### src/rtl/alu_pkg.sv
`default_nettype none
// +--------------------------------------------------------------------------+
// | alu_pkg : opcode map and FSM state encoding shared by alu_mc.            |
// | Revision: 1.0                                                            |
// +--------------------------------------------------------------------------+
package alu_pkg;

    localparam int OP_W = 4;

    localparam logic [OP_W-1:0] OP_ADD   = 4'd0;
    localparam logic [OP_W-1:0] OP_SUB   = 4'd1;
    localparam logic [OP_W-1:0] OP_AND   = 4'd2;
    localparam logic [OP_W-1:0] OP_OR    = 4'd3;
    localparam logic [OP_W-1:0] OP_XOR   = 4'd4;
    localparam logic [OP_W-1:0] OP_SLL   = 4'd5;
    localparam logic [OP_W-1:0] OP_SRL   = 4'd6;
    localparam logic [OP_W-1:0] OP_SRA   = 4'd7;
    localparam logic [OP_W-1:0] OP_SLT   = 4'd8;
    localparam logic [OP_W-1:0] OP_SLTU  = 4'd9;
    localparam logic [OP_W-1:0] OP_MUL   = 4'd10;
    localparam logic [OP_W-1:0] OP_MULHU = 4'd11;
    localparam logic [OP_W-1:0] OP_DIVU  = 4'd12;
    localparam logic [OP_W-1:0] OP_REMU  = 4'd13;

    typedef enum logic [1:0] {
        ST_IDLE = 2'd0,
        ST_BUSY = 2'd1,
        ST_DONE = 2'd2
    } state_t;

endpackage
`default_nettype wire

### src/rtl/alu_mc_muldiv.sv
`default_nettype none
// +--------------------------------------------------------------------------+
// | alu_mc_muldiv : one-bit-per-cycle shift-add multiplier / restoring divider|
// | Revision: 1.0                                                            |
// +--------------------------------------------------------------------------+
module alu_mc_muldiv #(
    parameter int WIDTH = 32
) (
    input  logic             clk,
    input  logic             rst_n,
    input  logic             start,
    input  logic             mode,
    input  logic             hi_sel,
    input  logic [WIDTH-1:0] a,
    input  logic [WIDTH-1:0] b,
    output logic [WIDTH-1:0] res,
    output logic             done
);

    localparam int              SH_W     = $clog2(WIDTH);
    localparam logic [SH_W-1:0] CNT_INIT = SH_W'(WIDTH - 1);

    // acc holds {partial product hi, multiplier} or {remainder, quotient}
    logic [2*WIDTH-1:0] acc_q, acc_d, w_step;
    logic [WIDTH-1:0]   b_q, b_d;
    logic [SH_W-1:0]    cnt_q, cnt_d;
    logic               busy_q, busy_d;
    logic               mode_q, mode_d;
    logic               hi_sel_q, hi_sel_d;
    logic [WIDTH:0]     w_sum, w_trial;
    logic [WIDTH-1:0]   w_diff;
    logic               w_ge;

    always_comb begin
        w_sum   = {1'b0, acc_q[2*WIDTH-1:WIDTH]} + (acc_q[0] ? {1'b0, b_q} : '0);
        w_trial = {acc_q[2*WIDTH-1:WIDTH], acc_q[WIDTH-1]};
        w_ge    = (w_trial >= {1'b0, b_q});
        w_diff  = w_trial[WIDTH-1:0] - b_q;
        if (mode_q) begin
            w_step = {(w_ge ? w_diff : w_trial[WIDTH-1:0]), acc_q[WIDTH-2:0], w_ge};
        end else begin
            w_step = {w_sum, acc_q[WIDTH-1:1]};
        end
    end

    assign done = busy_q && (cnt_q == '0);
    assign res  = hi_sel_q ? w_step[2*WIDTH-1:WIDTH] : w_step[WIDTH-1:0];

    always_comb begin
        acc_d    = acc_q;
        b_d      = b_q;
        cnt_d    = cnt_q;
        busy_d   = busy_q;
        mode_d   = mode_q;
        hi_sel_d = hi_sel_q;
        if (start) begin
            acc_d    = {{WIDTH{1'b0}}, a};
            b_d      = b;
            cnt_d    = CNT_INIT;
            busy_d   = 1'b1;
            mode_d   = mode;
            hi_sel_d = hi_sel;
        end else if (busy_q) begin
            acc_d = w_step;
            cnt_d = cnt_q - 1'b1;
            if (cnt_q == '0) begin
                busy_d = 1'b0;
            end
        end
    end

    always_ff @(posedge clk or negedge rst_n) begin
        if (!rst_n) begin
            acc_q    <= '0;
            b_q      <= '0;
            cnt_q    <= '0;
            busy_q   <= 1'b0;
            mode_q   <= 1'b0;
            hi_sel_q <= 1'b0;
        end else begin
            acc_q    <= acc_d;
            b_q      <= b_d;
            cnt_q    <= cnt_d;
            busy_q   <= busy_d;
            mode_q   <= mode_d;
            hi_sel_q <= hi_sel_d;
        end
    end

endmodule
`default_nettype wire

### src/rtl/alu_mc.sv
`default_nettype none
// +--------------------------------------------------------------------------+
// | alu_mc : multi-cycle ALU with valid/ready handshakes and status flags.   |
// | Revision: 1.0                                                            |
// +--------------------------------------------------------------------------+
module alu_mc #(
    parameter int WIDTH = 32,
    parameter int OP_W  = 4
) (
    input  logic             clk,
    input  logic             rst_n,
    input  logic             in_valid,
    output logic             in_ready,
    input  logic [WIDTH-1:0] a,
    input  logic [WIDTH-1:0] b,
    input  logic [OP_W-1:0]  op,
    output logic             out_valid,
    input  logic             out_ready,
    output logic [WIDTH-1:0] result,
    output logic             zero,
    output logic             carry,
    output logic             overflow,
    output logic             div_zero,
    output logic             busy
);
    import alu_pkg::*;

    localparam int SH_W = $clog2(WIDTH);

    state_t           state_q, state_d;
    logic [WIDTH-1:0] result_q, result_d;
    logic             zero_q, zero_d;
    logic             carry_q, carry_d;
    logic             overflow_q, overflow_d;
    logic             div_zero_q, div_zero_d;

    logic             w_accept, w_iter, w_b_zero, w_md_done;
    logic [WIDTH-1:0] w_md_res, w_res;
    logic             w_carry, w_ovf, w_dz;
    logic [WIDTH:0]   w_sum, w_diff;
    logic [SH_W-1:0]  w_sh;

    assign w_b_zero  = (b == '0);
    assign w_iter    = (op == OP_MUL) || (op == OP_MULHU) ||
                       (((op == OP_DIVU) || (op == OP_REMU)) && !w_b_zero);
    assign in_ready  = (state_q == ST_IDLE) || ((state_q == ST_DONE) && out_ready);
    assign w_accept  = in_valid && in_ready;
    assign out_valid = (state_q == ST_DONE);
    assign busy      = (state_q == ST_BUSY);
    assign result    = result_q;
    assign zero      = zero_q;
    assign carry     = carry_q;
    assign overflow  = overflow_q;
    assign div_zero  = div_zero_q;

    alu_mc_muldiv #(
        .WIDTH (WIDTH)
    ) u_muldiv (
        .clk    (clk),
        .rst_n  (rst_n),
        .start  (w_accept && w_iter),
        .mode   ((op == OP_DIVU) || (op == OP_REMU)),
        .hi_sel ((op == OP_MULHU) || (op == OP_REMU)),
        .a      (a),
        .b      (b),
        .res    (w_md_res),
        .done   (w_md_done)
    );

    always_comb begin
        w_sum   = {1'b0, a} + {1'b0, b};
        w_diff  = {1'b0, a} - {1'b0, b};
        w_sh    = b[SH_W-1:0];
        w_res   = '0;
        w_carry = 1'b0;
        w_ovf   = 1'b0;
        w_dz    = 1'b0;
        case (op)
            OP_ADD: begin
                w_res   = w_sum[WIDTH-1:0];
                w_carry = w_sum[WIDTH];
                w_ovf   = (a[WIDTH-1] == b[WIDTH-1]) && (w_sum[WIDTH-1] != a[WIDTH-1]);
            end
            OP_SUB: begin
                w_res   = w_diff[WIDTH-1:0];
                w_carry = w_diff[WIDTH];
                w_ovf   = (a[WIDTH-1] != b[WIDTH-1]) && (w_diff[WIDTH-1] != a[WIDTH-1]);
            end
            OP_AND:  w_res = a & b;
            OP_OR:   w_res = a | b;
            OP_XOR:  w_res = a ^ b;
            OP_SLL:  w_res = a << w_sh;
            OP_SRL:  w_res = a >> w_sh;
            OP_SRA:  w_res = $signed(a) >>> w_sh;
            OP_SLT:  w_res = {{(WIDTH-1){1'b0}}, ($signed(a) < $signed(b))};
            OP_SLTU: w_res = {{(WIDTH-1){1'b0}}, w_diff[WIDTH]};
            // Only reached with b == 0; nonzero divisors take the iterative path
            OP_DIVU: begin
                w_res = '1;
                w_dz  = 1'b1;
            end
            OP_REMU: begin
                w_res = a;
                w_dz  = 1'b1;
            end
            default: w_res = '0;
        endcase
    end

    always_comb begin
        state_d    = state_q;
        result_d   = result_q;
        zero_d     = zero_q;
        carry_d    = carry_q;
        overflow_d = overflow_q;
        div_zero_d = div_zero_q;
        case (state_q)
            ST_IDLE: if (w_accept) state_d = w_iter ? ST_BUSY : ST_DONE;
            ST_BUSY: if (w_md_done) state_d = ST_DONE;
            ST_DONE: begin
                if (w_accept) begin
                    state_d = w_iter ? ST_BUSY : ST_DONE;
                end else if (out_ready) begin
                    state_d = ST_IDLE;
                end
            end
            default: state_d = ST_IDLE;
        endcase
        if (w_accept && !w_iter) begin
            result_d   = w_res;
            zero_d     = (w_res == '0);
            carry_d    = w_carry;
            overflow_d = w_ovf;
            div_zero_d = w_dz;
        end else if ((state_q == ST_BUSY) && w_md_done) begin
            result_d   = w_md_res;
            zero_d     = (w_md_res == '0);
            carry_d    = 1'b0;
            overflow_d = 1'b0;
            div_zero_d = 1'b0;
        end
    end

    always_ff @(posedge clk or negedge rst_n) begin
        if (!rst_n) begin
            state_q    <= ST_IDLE;
            result_q   <= '0;
            zero_q     <= 1'b0;
            carry_q    <= 1'b0;
            overflow_q <= 1'b0;
            div_zero_q <= 1'b0;
        end else begin
            state_q    <= state_d;
            result_q   <= result_d;
            zero_q     <= zero_d;
            carry_q    <= carry_d;
            overflow_q <= overflow_d;
            div_zero_q <= div_zero_d;
        end
    end

endmodule
`default_nettype wire

### config.mk
export PLATFORM = sky130hd
export DESIGN_NAME = alu_mc
export DESIGN_NICKNAME = d
export VERILOG_FILES = /design/src/rtl/alu_pkg.sv /design/src/rtl/alu_mc_muldiv.sv /design/src/rtl/alu_mc.sv
export SDC_FILE = /design/constraint.sdc
export NUM_CORES = 1
export LEC_CHECK = 0
export ABC_AREA = 1
export CAP_MARGIN = 10
export CORE_MARGIN = 2
export CORE_UTILIZATION = 60
export CTS_CLUSTER_DIAMETER = 120
export DETAILED_ROUTE_END_ITERATION = 16
export PLACE_DENSITY_LB_ADDON = 0.08
export SLEW_MARGIN = 20
export SYNTH_ARGS = -nofsm -noshare
export SYNTH_HDL_FRONTEND = slang
export SYNTH_SLANG_ARGS = --single-unit
### constraint.sdc
create_clock -name clk -period 4.15 [get_ports clk]
set_input_delay 0.83 -clock clk [delete_from_list [all_inputs] [get_ports clk]]
set_output_delay 0.83 -clock clk [all_outputs]
set_load 0.02 [all_outputs]
==> impl_results.rst, run 1 <==
.. list-table::
   :header-rows: 1

   * - Metric
     - Value
   * - Clock root cell
     - sky130_fd_sc_hd__clkbuf_16
   * - I/O pin cnt
     - roughly 110
   * - Die width
     - 198.8 um
   * - Yosys top cell by area
     - sky130_fd_sc_hd__nand2_1
   * - Syn avg cell area
     - 5.455 sq um
   * - Maximum number of buffers from clock root to sink
     - 2
   * - # Post-CTS Setup Buffers
     - 0
   * - Cell types with the largest area share after synthesis
     - sky130_fd_sc_hd__nand2_1, sky130_fd_sc_hd__dfrtp_1, sky130_fd_sc_hd__nand3_1
   * - Rows
     - just over 70
   * - Number of enable flip-flop cells after synthesis
     - 0
   * - List of most frequent post-synthesis cells
     - sky130_fd_sc_hd__nand2_1, sky130_fd_sc_hd__nand3_1, sky130_fd_sc_hd__inv_1
   * - Clock buffer count from CTS
     - 17
   * - Share of synthesized area occupied by flip-flops and latches
     - about 16%
   * - GP Congestion
     - 1.208
   * - Number of global-route vias before repair
     - just under 30,000
   * - Synthesis-stage register bit count
     - between 100 and 150
   * - Post-synth top flop
     - sky130_fd_sc_hd__dfrtp_1
   * - Resize count post-CTS
     - 0
   * - Exit stage
     - 5_1_grt
   * - Global-route wire length before repair
     - about 180 mm
   * - GRT Resource Usage Total
     - 60.90%
   * - Number of cells in the design after placement
     - 4,870
   * - Pin count of the biggest net entering global routing
     - 91
   * - Status
     - aborted with a tool error
   * - Post-synthesis instance area
     - ~23,000 sq um
   * - Overall overflow remaining after global route
     - 5
   * - Port Buffers
     - 110
   * - Sink Count
     - ~140
   * - Fraction of registers with async set/reset
     - 100.0%
   * - Initial cell density of the core
     - between 60 and 70%
   * - Vertical die dimension
     - roughly 200 um
   * - Final HPWL DP
     - 92.25 mm
   * - Yosys top cell area share
     - approximately a quarter
   * - Error Message
     - [ERROR GRT-0116] Global routing finished with congestion. Check the congestion regions in the DRC Viewer.
   * - Number of warnings printed during yosys synthesis
     - 0
   * - Most frequently used cell type in the post-synthesis netlist
     - sky130_fd_sc_hd__nand2_1
   * - Unique masters post-synth
     - 54
   * - Hold Buf Count CTS
     - 0
   * - Number of instances in the synthesized netlist
     - between 4,000 and 5,000
   * - Level count of the clock H-tree
     - 4
   * - Synthesized net count
     - ~4,400
kinds of logic after synthesis:
group	Yosys count	synth area share (%)
buffers and inverters	757	13.24
and+or+nand+nor	2626	48.86
xor gates and xnor gates	19	0.7309
adders and majority gates	174	9.693
AOI/OAI and AO/OA	456	11.87
DFF	142	15.61
metal layers:
metal	GRT overflow	GRT usage, %
met5	0	0.5109
met4	2	60.64
met3	0	30.23
met2	3	84.56
met1	0	65.78
through the flow:
stage / hold WS [ps] / TNS, ps / instance area (sq um) / worst slack (ps)
floorplan: 459.0 / 0 / 22770 / 445.7
detailed placement: 471.1 / -168.9 / 25620 / -113.3
global placement: 469.9 / -227.5 / 25620 / -124.7
CTS: 494.9 / 0 / 26240 / 337.2
==> run 2, diff against run 1 <==
CORE_UTILIZATION = 40   (was 60)
CTS_CLUSTER_DIAMETER = default   (was 120)
PLACE_DENSITY_LB_ADDON = 0.15   (was 0.08)
==> impl_results.rst, run 2 <==
.. list-table::
   :header-rows: 1

   * - Metric
     - Value
   * - Status
     - completed (was aborted with a tool error)
   * - Relative area change from synthesis to final layout
     - 22.06%
   * - Initial cell density of the core
     - 40.38% (was 60.74%)
   * - Clock root cell
     - sky130_fd_sc_hd__clkbuf_16 (unchanged)
   * - Final routed wirelength across all metal layers
     - about 130 mm
   * - Number of global-route vias before repair
     - roughly 28,000
   * - Pwr dens
     - roughly 550 nW/um^2
   * - Largest register FFs
     - 64
   * - Startpoint-to-endpoint class of the critical path
     - input pin to flop
   * - Kind of path behind the tightest hold check
     - input pin to async pin
   * - Period utilization
     - between 90% and 100%
   * - Type of origin of the critical path
     - input pin
   * - Final min period
     - roughly 4000 ps
   * - TritonRoute pass-1 iters
     - 7
   * - Clock tree from TritonCTS
     - built
   * - Yosys top cell area share
     - 24.48% (unchanged)
   * - Required time at the endpoint of the critical path
     - 4520 ps
   * - Most frequent cells in the layout
     - sky130_fd_sc_hd__nand2_1, sky130_fd_sc_hd__nand3_1, sky130_fd_sc_hd__inv_1
   * - Die width
     - 242.6 um (was 198.8 um)
   * - Synthesis-stage register bit count
     - 142 (unchanged)
   * - Cell types with the largest area share after synthesis
     - sky130_fd_sc_hd__nand2_1, sky130_fd_sc_hd__dfrtp_1, sky130_fd_sc_hd__nand3_1 (unchanged)
   * - Synthesized net count
     - 4,420 (unchanged)
   * - Port Buffers
     - 110 (unchanged)
   * - Post-detailed-route via-to-cell ratio
     - approximately 5.6
   * - Most common cell after layout, fill and taps aside
     - sky130_fd_sc_hd__nand2_1
   * - Overall overflow remaining after global route
     - 0
   * - Max-cap violation count
     - 0
   * - Worst-path clk slew
     - 60 ps
   * - Sink Count
     - 142 (unchanged)
   * - Number of instances in the synthesized netlist
     - 4,174 (unchanged)
   * - Rows
     - 87 (was 71)
   * - Pin count of the biggest net entering global routing
     - 102
   * - Maximum number of buffers from clock root to sink
     - 2 (unchanged)
   * - Area of the die
     - roughly 59,000 sq um
   * - Syn avg cell area
     - 5.455 sq um (unchanged)
   * - Vias after detailed routing
     - 29,800
   * - Number of warnings printed during yosys synthesis
     - 0 (unchanged)
   * - Initial DRC Count
     - 3,999
   * - Latest clock arrival within the worst-skew pair
     - around 450 ps
   * - Number of nets in the final layout
     - around 4,800
   * - Unique masters post-synth
     - 54 (unchanged)
   * - Area of the core region
     - 56,390 sq um
   * - Clock buffer count from CTS
     - 17 (unchanged)
   * - Average wire per standard cell
     - 24.56 um
   * - Hold Buf Count CTS
     - 0 (unchanged)
   * - I/O pin cnt
     - 111 (unchanged)
   * - Sort of element at the end of the critical path
     - flop
   * - Total setup violations reported at the end of the flow
     - 0
   * - Level count of the clock H-tree
     - 4 (unchanged)
   * - Non-filler instance count after layout
     - 5,294
   * - Post-synthesis instance area
     - 22,770 sq um (unchanged)
   * - List of most frequent post-synthesis cells
     - sky130_fd_sc_hd__nand2_1, sky130_fd_sc_hd__nand3_1, sky130_fd_sc_hd__inv_1 (unchanged)
   * - CP Max Fanout
     - 5
   * - Layout cells sized above 1
     - 10.34%
   * - Unrepaired setup endpoints after global routing
     - false
   * - Endpoints failing hold
     - 0
   * - Peak VDD IR
     - slightly below 0.4 mV
   * - Slew headroom
     - 33.55%
   * - Worst-margin pin slew
     - around 1000 ps
   * - Post-DRT Antenna Nets
     - 0
   * - GP Congestion
     - 1.135 (was 1.208)
   * - DRC Markers
     - 0
   * - Final HPWL DP
     - 109.6 mm (was 92.25 mm)
   * - Post-synth top flop
     - sky130_fd_sc_hd__dfrtp_1 (unchanged)
   * - GRT Resource Usage Total
     - about 43%
   * - Worst setup skew after layout
     - approximately 7.8 ps
   * - Global-route wire length before repair
     - about 190 mm
   * - # Post-CTS Setup Buffers
     - 0 (unchanged)
   * - Number of cells in the design after placement
     - 5,259 (was 4,870)
   * - Fraction of registers with async set/reset
     - 100.0% (unchanged)
   * - Timing-limited maximum frequency
     - 245.5 MHz
   * - Final Max Tran Viols
     - 0
   * - Total power
     - around 15,000 uW
   * - Most frequently used cell type in the post-synthesis netlist
     - sky130_fd_sc_hd__nand2_1 (unchanged)
   * - Initial antenna violation count
     - 9
   * - Number of enable flip-flop cells after synthesis
     - 0 (unchanged)
   * - Yosys top cell by area
     - sky130_fd_sc_hd__nand2_1 (unchanged)
   * - Top reg by flops
     - u_muldiv.acc_q
   * - Share of synthesized area occupied by flip-flops and latches
     - 15.61% (unchanged)
   * - Vertical die dimension
     - 242.6 um (was 198.8 um)
   * - Leakage power
     - roughly 0.015 uW
   * - Resize count post-CTS
     - 0 (unchanged)
   * - WP data arrival
     - ~4500 ps
run 2: path summary, 6_finish.rpt:
path / cells after the start / slack (ps) / end / from
worst min-delay path: 1 / 490 / u_muldiv.busy_q / rst_n
max in group asynchronous: 2 / 2840 / u_muldiv.b_q[20] / rst_n
worst max-delay path: 20 / 80 / zero / b[26]
min in group clk: 2 / 500 / u_muldiv.acc_q[31] / u_muldiv.acc_q[31]
worst min register to register: 2 / 500 / u_muldiv.acc_q[31] / u_muldiv.acc_q[31]
worst max register to register: 18 / 380 / zero / u_muldiv.b_q[29]
run 2: worst max-delay path, stage by stage:
cell                              delay [ps]
sky130_fd_sc_hd__clkdlybuf4s50_1         690
sky130_fd_sc_hd__inv_1                   140
sky130_fd_sc_hd__ha_1                    350
sky130_fd_sc_hd__buf_4                   150
sky130_fd_sc_hd__nand2_1                 130
sky130_fd_sc_hd__nor2_1                  240
sky130_fd_sc_hd__nand2_1                 140
sky130_fd_sc_hd__nor3_1                  370
sky130_fd_sc_hd__nand2_1                 210
sky130_fd_sc_hd__nand2_1                 110
sky130_fd_sc_hd__nand2_1                  50
sky130_fd_sc_hd__nand3_1                  70
sky130_fd_sc_hd__nand3_1                 150
sky130_fd_sc_hd__nor2_1                  130
sky130_fd_sc_hd__nand2_1                  60
sky130_fd_sc_hd__nor2_1                  200
sky130_fd_sc_hd__nand3_1                 140
sky130_fd_sc_hd__nor2_1                  100
sky130_fd_sc_hd__nor2_1                   50
sky130_fd_sc_hd__a21oi_1                 120
run 2: area by class of cell:
cell class | count | area, sq um
Clock buffer | 19 | 442.9
Tap cell | 756 | 945.9
Fill cell | 6360 | 28590
Timing Repair Buffer | 490 | 4178
Antenna cell | 3 | 7.507
Sequential cell | 142 | 3555
Multi-Input combinational cell | 3275 | 16250
Clock inverter | 13 | 176.4
Inverter | 596 | 2237
run 2: kinds of logic after synthesis:
kind of cell             share of synthesized area, %
AO/OA/AOI/OAI                                   11.87
XOR/XNOR                                       0.7309
adder cells (fa/ha/maj)                         9.693
buffers and inverters                           13.24
flip-flops                                      15.61
AND/OR/NAND/NOR                                 48.86
run 2: power by group:
group | total (uW) | switching [uW] | internal [uW]
sequential | 2700 | 705 | 2000
combinational | 11000 | 7320 | 3730
clock | 1660 | 687 | 974
run 2: metal layers:
metal	GRT usage (%)	up-vias	routed length, um
li1	-	14180	-
met1	50.70	13580	48300
met2	69.69	1611	57900
met3	5.849	417	10690
met4	36.20	8	13040
met5	0	-	51
run 2: stage by stage:
step | util, % | area (sq um) | setup WS (ps) | hold slack [ps] | TNS [ps]
6_report | 49.29 | 27790 | 76.12 | 485.4 | 0
5_1_grt | 49.28 | 27790 | 2.688 | 512.0 | 0
4_1_cts | 49.21 | 27750 | 112.5 | 496.5 | 0
3_5_place_dp | 48.12 | 27130 | -347.8 | 476.2 | -438.5
3_3_place_gp | 48.12 | 27130 | -352.8 | 475.7 | -446.2
2_1_floorplan | - | 22770 | 445.7 | 459.0 | 0
(Power assumes the default switching activity.)
